--- src/rtl/dallanma_pkg.sv ---
// Shared definitions for the gshare branch predictor: counter encodings,
// default sizing and the branch-type codes used by upstream decode.
package dallanma_pkg;

    // 2-bit saturating counter encodings
    localparam logic [1:0] GUCLU_ATLAMAZ = 2'b00;
    localparam logic [1:0] ZAYIF_ATLAMAZ = 2'b01;
    localparam logic [1:0] ZAYIF_ATLAR   = 2'b10;
    localparam logic [1:0] GUCLU_ATLAR   = 2'b11;

    // Default predictor sizing
    localparam int unsigned VARSAYILAN_BHT_GIRDI = 64;
    localparam int unsigned VARSAYILAN_GGK_BIT   = 6;
    localparam int unsigned VARSAYILAN_BTB_GIRDI = 16;
    localparam int unsigned VARSAYILAN_PS_BIT    = 32;

    // Conditional branch types as encoded by decode
    typedef enum logic [2:0] {
        BEQ  = 3'b000,
        BNE  = 3'b001,
        BLT  = 3'b010,
        BGE  = 3'b011,
        BLTU = 3'b100,
        BGEU = 3'b101
    } dallanma_tipi_t;

endpackage

--- src/rtl/dallanma_ongorucu_doygun_sayac.sv ---
// Next-state function of a 2-bit saturating branch counter.
module doygun_sayac
    import dallanma_pkg::*;
(
    input  logic [1:0] mevcut,
    input  logic       atladi,
    output logic [1:0] sonraki
);

    // Step toward taken/not-taken, holding at either end of the range
    always_comb begin
        sonraki = mevcut;
        if (atladi) begin
            if (mevcut != GUCLU_ATLAR) begin
                sonraki = mevcut + 2'b01;
            end
        end else begin
            if (mevcut != GUCLU_ATLAMAZ) begin
                sonraki = mevcut - 2'b01;
            end
        end
    end

endmodule

--- src/rtl/dallanma_ongorucu.sv ---
// Fetch-stage gshare predictor with a direct-mapped BTB. Lookup is purely
// combinational; training and history repair come from the execute stage.
module dallanma_ongorucu
    import dallanma_pkg::*;
#(
    parameter int unsigned BHT_GIRDI = VARSAYILAN_BHT_GIRDI,
    parameter int unsigned GGK_BIT   = VARSAYILAN_GGK_BIT,
    parameter int unsigned BTB_GIRDI = VARSAYILAN_BTB_GIRDI,
    parameter int unsigned PS_BIT    = VARSAYILAN_PS_BIT
) (
    input  logic               clk_i,
    input  logic               rst_ni,
    input  logic [PS_BIT-1:0]  ps_i,
    input  logic               ps_gecerli_i,
    output logic               ongoru_atlar_o,
    output logic [PS_BIT-1:0]  ongoru_hedef_o,
    output logic [GGK_BIT-1:0] ongoru_ggk_o,
    input  logic               guncelle_gecerli_i,
    input  logic               guncelle_atladi_i,
    input  logic [PS_BIT-1:0]  guncelle_ps_i,
    input  logic [PS_BIT-1:0]  guncelle_hedef_i,
    input  logic [GGK_BIT-1:0] guncelle_ggk_i,
    input  logic               dallanma_hata_i
);

    localparam int unsigned IDX_BIT = $clog2(BHT_GIRDI);
    localparam int unsigned BTB_IDX = $clog2(BTB_GIRDI);
    localparam int unsigned TAG_BIT = PS_BIT - BTB_IDX - 2;

    // Predictor state
    logic [1:0]         sayac      [BHT_GIRDI];
    logic [BTB_GIRDI-1:0] btb_gecerli;
    logic [TAG_BIT-1:0] btb_etiket [BTB_GIRDI];
    logic [PS_BIT-1:0]  btb_hedef  [BTB_GIRDI];
    logic [GGK_BIT-1:0] ggk;

    // Lookup side
    logic [IDX_BIT-1:0] i_idx;
    logic [BTB_IDX-1:0] b_idx;
    logic [TAG_BIT-1:0] etiket;
    logic               isabet;
    logic               atlar;

    // Update side
    logic [IDX_BIT-1:0] u_idx;
    logic [BTB_IDX-1:0] ub_idx;
    logic [TAG_BIT-1:0] u_etiket;
    logic [1:0]         sayac_sonraki;
    logic [GGK_BIT-1:0] ggk_sonraki;

    // Instruction-alignment bits never take part in indexing
    logic unused_hizalama;
    assign unused_hizalama = ^{ps_i[1:0], guncelle_ps_i[1:0]};

    // Combinational lookup: gshare index, BTB index and tag compare
    always_comb begin
        i_idx  = ps_i[IDX_BIT+1:2] ^ ggk;
        b_idx  = ps_i[BTB_IDX+1:2];
        etiket = ps_i[PS_BIT-1:BTB_IDX+2];
        isabet = btb_gecerli[b_idx] && (btb_etiket[b_idx] == etiket);
        atlar  = isabet && sayac[i_idx][1];
    end

    assign ongoru_atlar_o = atlar;
    assign ongoru_hedef_o = isabet ? btb_hedef[b_idx] : '0;
    assign ongoru_ggk_o   = ggk;

    // Update indices derived from the history snapshot the branch carried
    always_comb begin
        u_idx    = guncelle_ps_i[IDX_BIT+1:2] ^ guncelle_ggk_i;
        ub_idx   = guncelle_ps_i[BTB_IDX+1:2];
        u_etiket = guncelle_ps_i[PS_BIT-1:BTB_IDX+2];
    end

    doygun_sayac u_doygun_sayac (
        .mevcut  (sayac[u_idx]),
        .atladi  (guncelle_atladi_i),
        .sonraki (sayac_sonraki)
    );

    // Next history: misprediction repair outranks the speculative shift
    always_comb begin
        ggk_sonraki = ggk;
        if (guncelle_gecerli_i && dallanma_hata_i) begin
            ggk_sonraki = {guncelle_ggk_i[GGK_BIT-2:0], guncelle_atladi_i};
        end else if (ps_gecerli_i && isabet) begin
            ggk_sonraki = {ggk[GGK_BIT-2:0], atlar};
        end
    end

    // Global history register
    always_ff @(posedge clk_i) begin
        if (!rst_ni) begin
            ggk <= '0;
        end else begin
            ggk <= ggk_sonraki;
        end
    end

    // Counter table: reset to weakly not-taken, train on every resolution
    always_ff @(posedge clk_i) begin
        if (!rst_ni) begin
            for (int unsigned i = 0; i < BHT_GIRDI; i++) begin
                sayac[i] <= ZAYIF_ATLAMAZ;
            end
        end else if (guncelle_gecerli_i) begin
            sayac[u_idx] <= sayac_sonraki;
        end
    end

    // BTB valid bits: set only by taken resolutions
    always_ff @(posedge clk_i) begin
        if (!rst_ni) begin
            btb_gecerli <= '0;
        end else if (guncelle_gecerli_i && guncelle_atladi_i) begin
            btb_gecerli[ub_idx] <= 1'b1;
        end
    end

    // BTB tag/target payload; gated by reset so a reset cycle writes nothing
    always_ff @(posedge clk_i) begin
        if (rst_ni && guncelle_gecerli_i && guncelle_atladi_i) begin
            btb_etiket[ub_idx] <= u_etiket;
            btb_hedef[ub_idx]  <= guncelle_hedef_i;
        end
    end

endmodule

--- config.mk ---
export PLATFORM = sky130hd
export DESIGN_NAME = dallanma_ongorucu
export DESIGN_NICKNAME = d
export VERILOG_FILES = /design/src/rtl/dallanma_pkg.sv /design/src/rtl/dallanma_ongorucu_doygun_sayac.sv /design/src/rtl/dallanma_ongorucu.sv
export SDC_FILE = /design/constraint.sdc
export NUM_CORES = 1
export LEC_CHECK = 0
export ABC_AREA = 0
export BUFFER_PORTS_ARGS = -buffer_cell sky130_fd_sc_hd__buf_4
export CAP_MARGIN = 40
export CORE_MARGIN = 2
export CORE_UTILIZATION = 35
export DETAILED_ROUTE_END_ITERATION = 6
export GPL_TIMING_DRIVEN = 0
export HOLD_SLACK_MARGIN = 0.05
export PLACE_DENSITY = 0.55
export REMOVE_ABC_BUFFERS = 1
export SETUP_SLACK_MARGIN = 0.5
export SLEW_MARGIN = 20
export SYNTH_ARGS = -nofsm -noshare
export SYNTH_HDL_FRONTEND = slang
export SYNTH_SLANG_ARGS = --single-unit
--- constraint.sdc ---
create_clock -name clk_i -period 12.35 [get_ports clk_i]
set_clock_uncertainty 0.05 [all_clocks]
set_input_delay 1.8525 -clock clk_i [delete_from_list [all_inputs] [get_ports clk_i]]
set_output_delay 1.8525 -clock clk_i [all_outputs]
set_load 0.03 [all_outputs]
==> key figures <==
STA
  • Final period util: 64.9%
  • Fin. Hold Viols: 0
  • Slew Limit Fails: 0
  • Setup violations, final: 0
  • Worst-Margin Slew: 0.864 ns
  • Fin crit period: 8.02 ns
  • Hold WS: 0.400 ns
  • Max Clk Rate: 125 MHz
  • Setup_tns: 0 ns
  • RSZ-0062 raised after global routing: no
  • Rel. slew slack: 42.0%

Layout
  • Cell Count, Final, Fillers Out: 4098
  • Number of fillers in the final layout: 10600
  • Net count, final: 2492
  • Ant. Diodes: 0
  • Area delta synth->final: 19.2%
  • Core Util, Final: 42.1%
  • Share of cells above drive strength 1: 29.8%

Logic synthesis
  • Ys async rst share: 0%
  • Post-Synth Adder-Cell Area: 0.0521%
  • Most frequent cells after synthesis: 1056 x edfxtp_1, 286 x mux4_2, 144 x nand2_1
  • Compound-gate portion of the synthesized area: 2.16%
  • Top cell type's share of synthesized area: 73.4%
  • Multiplexer share of the synthesized area: 16.3%
  • Xor-xnor portion of the synthesized cell area: 0.849%
  • Synth cell types: 49
  • Mapped Area: 0.0432 mm²
  • Most frequent cell after synthesis: edfxtp_1
  • Register area share after synthesis: 74.4%
  • Area leader, netlist: edfxtp_1
  • Post-synth EDFFs: 1056
  • Flop and latch count out of synthesis: 1078
  • Synth Area in Simple Gates: 4.57%
  • Synth area leaders: edfxtp_1 73%, mux4_2 15%, mux2i_1 1.4%, nand2_1 1.3%, dfxtp_1 1.0%
  • Ys Warns: 0
  • Syn Inst Count: 2165
  • Mean Syn Cell Area: 19.9 µm²
  • Main combinational cell family by area after synthesis: multiplexers
  • Synth Flop Type: edfxtp_1

Drt
  • Residual DRC: 0
  • Final WL: 110000 µm
  • WL/cell: 26.8 µm
  • First drt pass iteration count: 5
  • Vias: 22200
  • Antenna-violating nets left: 0
  • Detailed-route vias per instance: 5.42
  • Initial DRC count: 2174

Worst setup path
  • Slowest library cell on the worst path: mux4_2
  • FF-to-FF setup slack: 9.13 ns
  • CP Launch Type: input port
  • CP Capture Type: output pin
  • CP max stage delay: 0.56 ns
  • Most used cell, CP: buf_16
  • Reg2reg path depth: 8
  • Kind of critical path: in -> out
  • Cells traversed along the worst timing path: buf_8, buf_16, buf_16, buf_16, mux4_2, mux2i_1, mux2i_1, xor2_1, nor4_1, clkdlybuf4s18_2, and4_4, buf_16, and3_1, buf_4
  • Reg2Reg Launch Point: btb_etiket[15][12]$_DFFE_PP_
  • Worst path required time: 10.45 ns
  • Crit-path max FO: 50
  • FF-to-FF End: ongoru_ggk_o[1]$_SDFFE_PN0P_
  • WP data arrival: 6.12 ns

Global routing
  • Global route overflow: 0
  • GRT Util Overall: 17.4%
  • Vias in the first global route: 23400
  • Initial antenna violation count: 16
  • Largest net degree at the start of global routing: 76
  • First-pass GRT wire length: 160000 µm

Clock tree
  • Later-pin clock latency in the skew report: 0.71 ns
  • Clock Tree Root: clkbuf_16
  • CTS H-tree depth: 3
  • CTS Buf Count: 109
  • Clk sinks: 1078
  • CTS Hold Bufs: 0
  • Post-cts sizing count: 0
  • Clock transition at the registers of the reported paths: 0.07 ns
  • Setup Fix Bufs, Post-CTS: 0
  • CTS tree: yes
  • CTS max path bufs: 3

Die
  • Core area: 0.122 mm²
  • Starting Density: 35.3%
  • Die width: 355 µm
  • I/O pins: 147
  • # rows: 128
  • Die area: 0.126 mm²
  • Die Height: 355 µm

Worst hold path
  • Hold Path Sink: btb_gecerli[12]$_SDFFE_PN0P_
  • Hold path cells: 1
  • Hold Crit Class: reg -> reg
  • Hold Path Origin: btb_gecerli[12]$_SDFFE_PN0P_

Run status
  • Status: finished clean

Pwr
  • Worst vdd ir: 0.000127 V
  • Leakage: 0.0166 µW
  • Power per cell area: 152 mW/mm²
  • PnR Total Power: 7820 µW

Placement
  • Detailed placement HPWL: 69600 µm
  • PortBufs: 142
  • Dpl cells: 3895
  • Routability cong.: 0.794

Job
  • Max-cap viol count: 0
-- metrics by stage --
step           setup slack (ns)  cell area (µm²)
2_1_floorplan              5.50            42500
3_3_place_gp             -0.360            45600
3_5_place_dp               4.13            47900
4_1_cts                    4.13            51500
5_1_grt                    3.97            51500
6_report                   4.33            51500
-- where the power goes --
part / switching, µW / internal, µW
clock network: 1410 / 1850
logic: 296 / 201
registers: 14.0 / 4050
-- worst max-delay path: cells and delay by family --
| family | cells | cell delay [ns] |
|---|---|---|
| buf+inv | 7 | 2.06 |
| mux | 3 | 0.82 |
| simple gates | 3 | 0.94 |
| xor+xnor | 1 | 0.17 |
-- worst max-delay path by stage --
| stage | startpoint | to | cells after the start |
|---|---|---|---|
| 4_1_cts | ps_i[2] | ongoru_hedef_o[21] | 14 |
| 2_1_floorplan | ps_i[2] | ongoru_atlar_o | 7 |
| 3_3_place_gp | ps_i[2] | ongoru_atlar_o | 9 |
| 3_5_place_dp | ps_i[2] | ongoru_hedef_o[21] | 14 |
| 5_1_grt | ps_i[2] | ongoru_hedef_o[31] | 14 |
| 6_report | ps_i[2] | ongoru_hedef_o[31] | 14 |
-- placed cells by master, fill, tap and decap left out, types with 5 or more instances in the layout --
| master | instances |
|---|---|
| edfxtp_1 | 1056 |
| mux4_2 | 286 |
| buf_4 | 148 |
| nand2_1 | 144 |
| clkbuf_16 | 110 |
| nor2_1 | 75 |
| nand3_1 | 73 |
| o22ai_1 | 62 |
| mux2i_1 | 61 |
| buf_16 | 43 |
| buf_12 | 36 |
| and3_1 | 34 |
| xor2_1 | 27 |
| clkinv_1 | 26 |
| clkinv_2 | 24 |
| dfxtp_1 | 22 |
| nor2_2 | 21 |
| a21o_1 | 17 |
| or4_1 | 17 |
| nor2_4 | 16 |
| clkbuf_1 | 16 |
| o31ai_1 | 11 |
| nand4_1 | 10 |
| xnor2_1 | 10 |
| bufinv_16 | 10 |
| o21ai_0 | 9 |
| buf_8 | 9 |
| clkinvlp_4 | 7 |
| a22oi_1 | 6 |
| a31oi_1 | 6 |
| a21oi_1 | 5 |
| inv_1 | 5 |
| o41ai_1 | 5 |
| buf_6 | 5 |
-- state kept, by name, indices dropped and copies added, names as in the netlist --
name / cells
sayac: 128
ongoru_ggk_o: 6
btb_hedef: 512
btb_etiket: 416
btb_gecerli: 16
-- final cells by class --
type / count / area [µm²] / area share [%]
inverter: 5 / 18.8 / 0.0364
timing repair buffer: 242 / 3220 / 6.25
tap: 1625 / 2030 / 3.95
multi-input combinational: 948 / 10500 / 20.5
sequential: 1078 / 32200 / 62.4
clock buffer: 126 / 2810 / 5.46
clock inverter: 74 / 728 / 1.41
-- cells by family (layout without fill, tap and decap cells) --
group	Yosys count	in the layout
flip-flops	1078	1078
adder cells (fa/ha/maj)	2	2
multiplexers	347	347
AND/OR/NAND/NOR	421	421
buffers and inverters	139	447
XOR/XNOR	41	41
AO/OA/AOI/OAI	137	137
-- layer usage --
layer,vias up,share of wire [%],GRT usage (%)
li1,9417,-,-
met1,11900,41,22.5
met2,711,51,29.7
met3,172,6.4,3.76
met4,28,1.9,4.14
met5,-,0.13,0
Note: power is estimated with default switching activity, not from simulation.
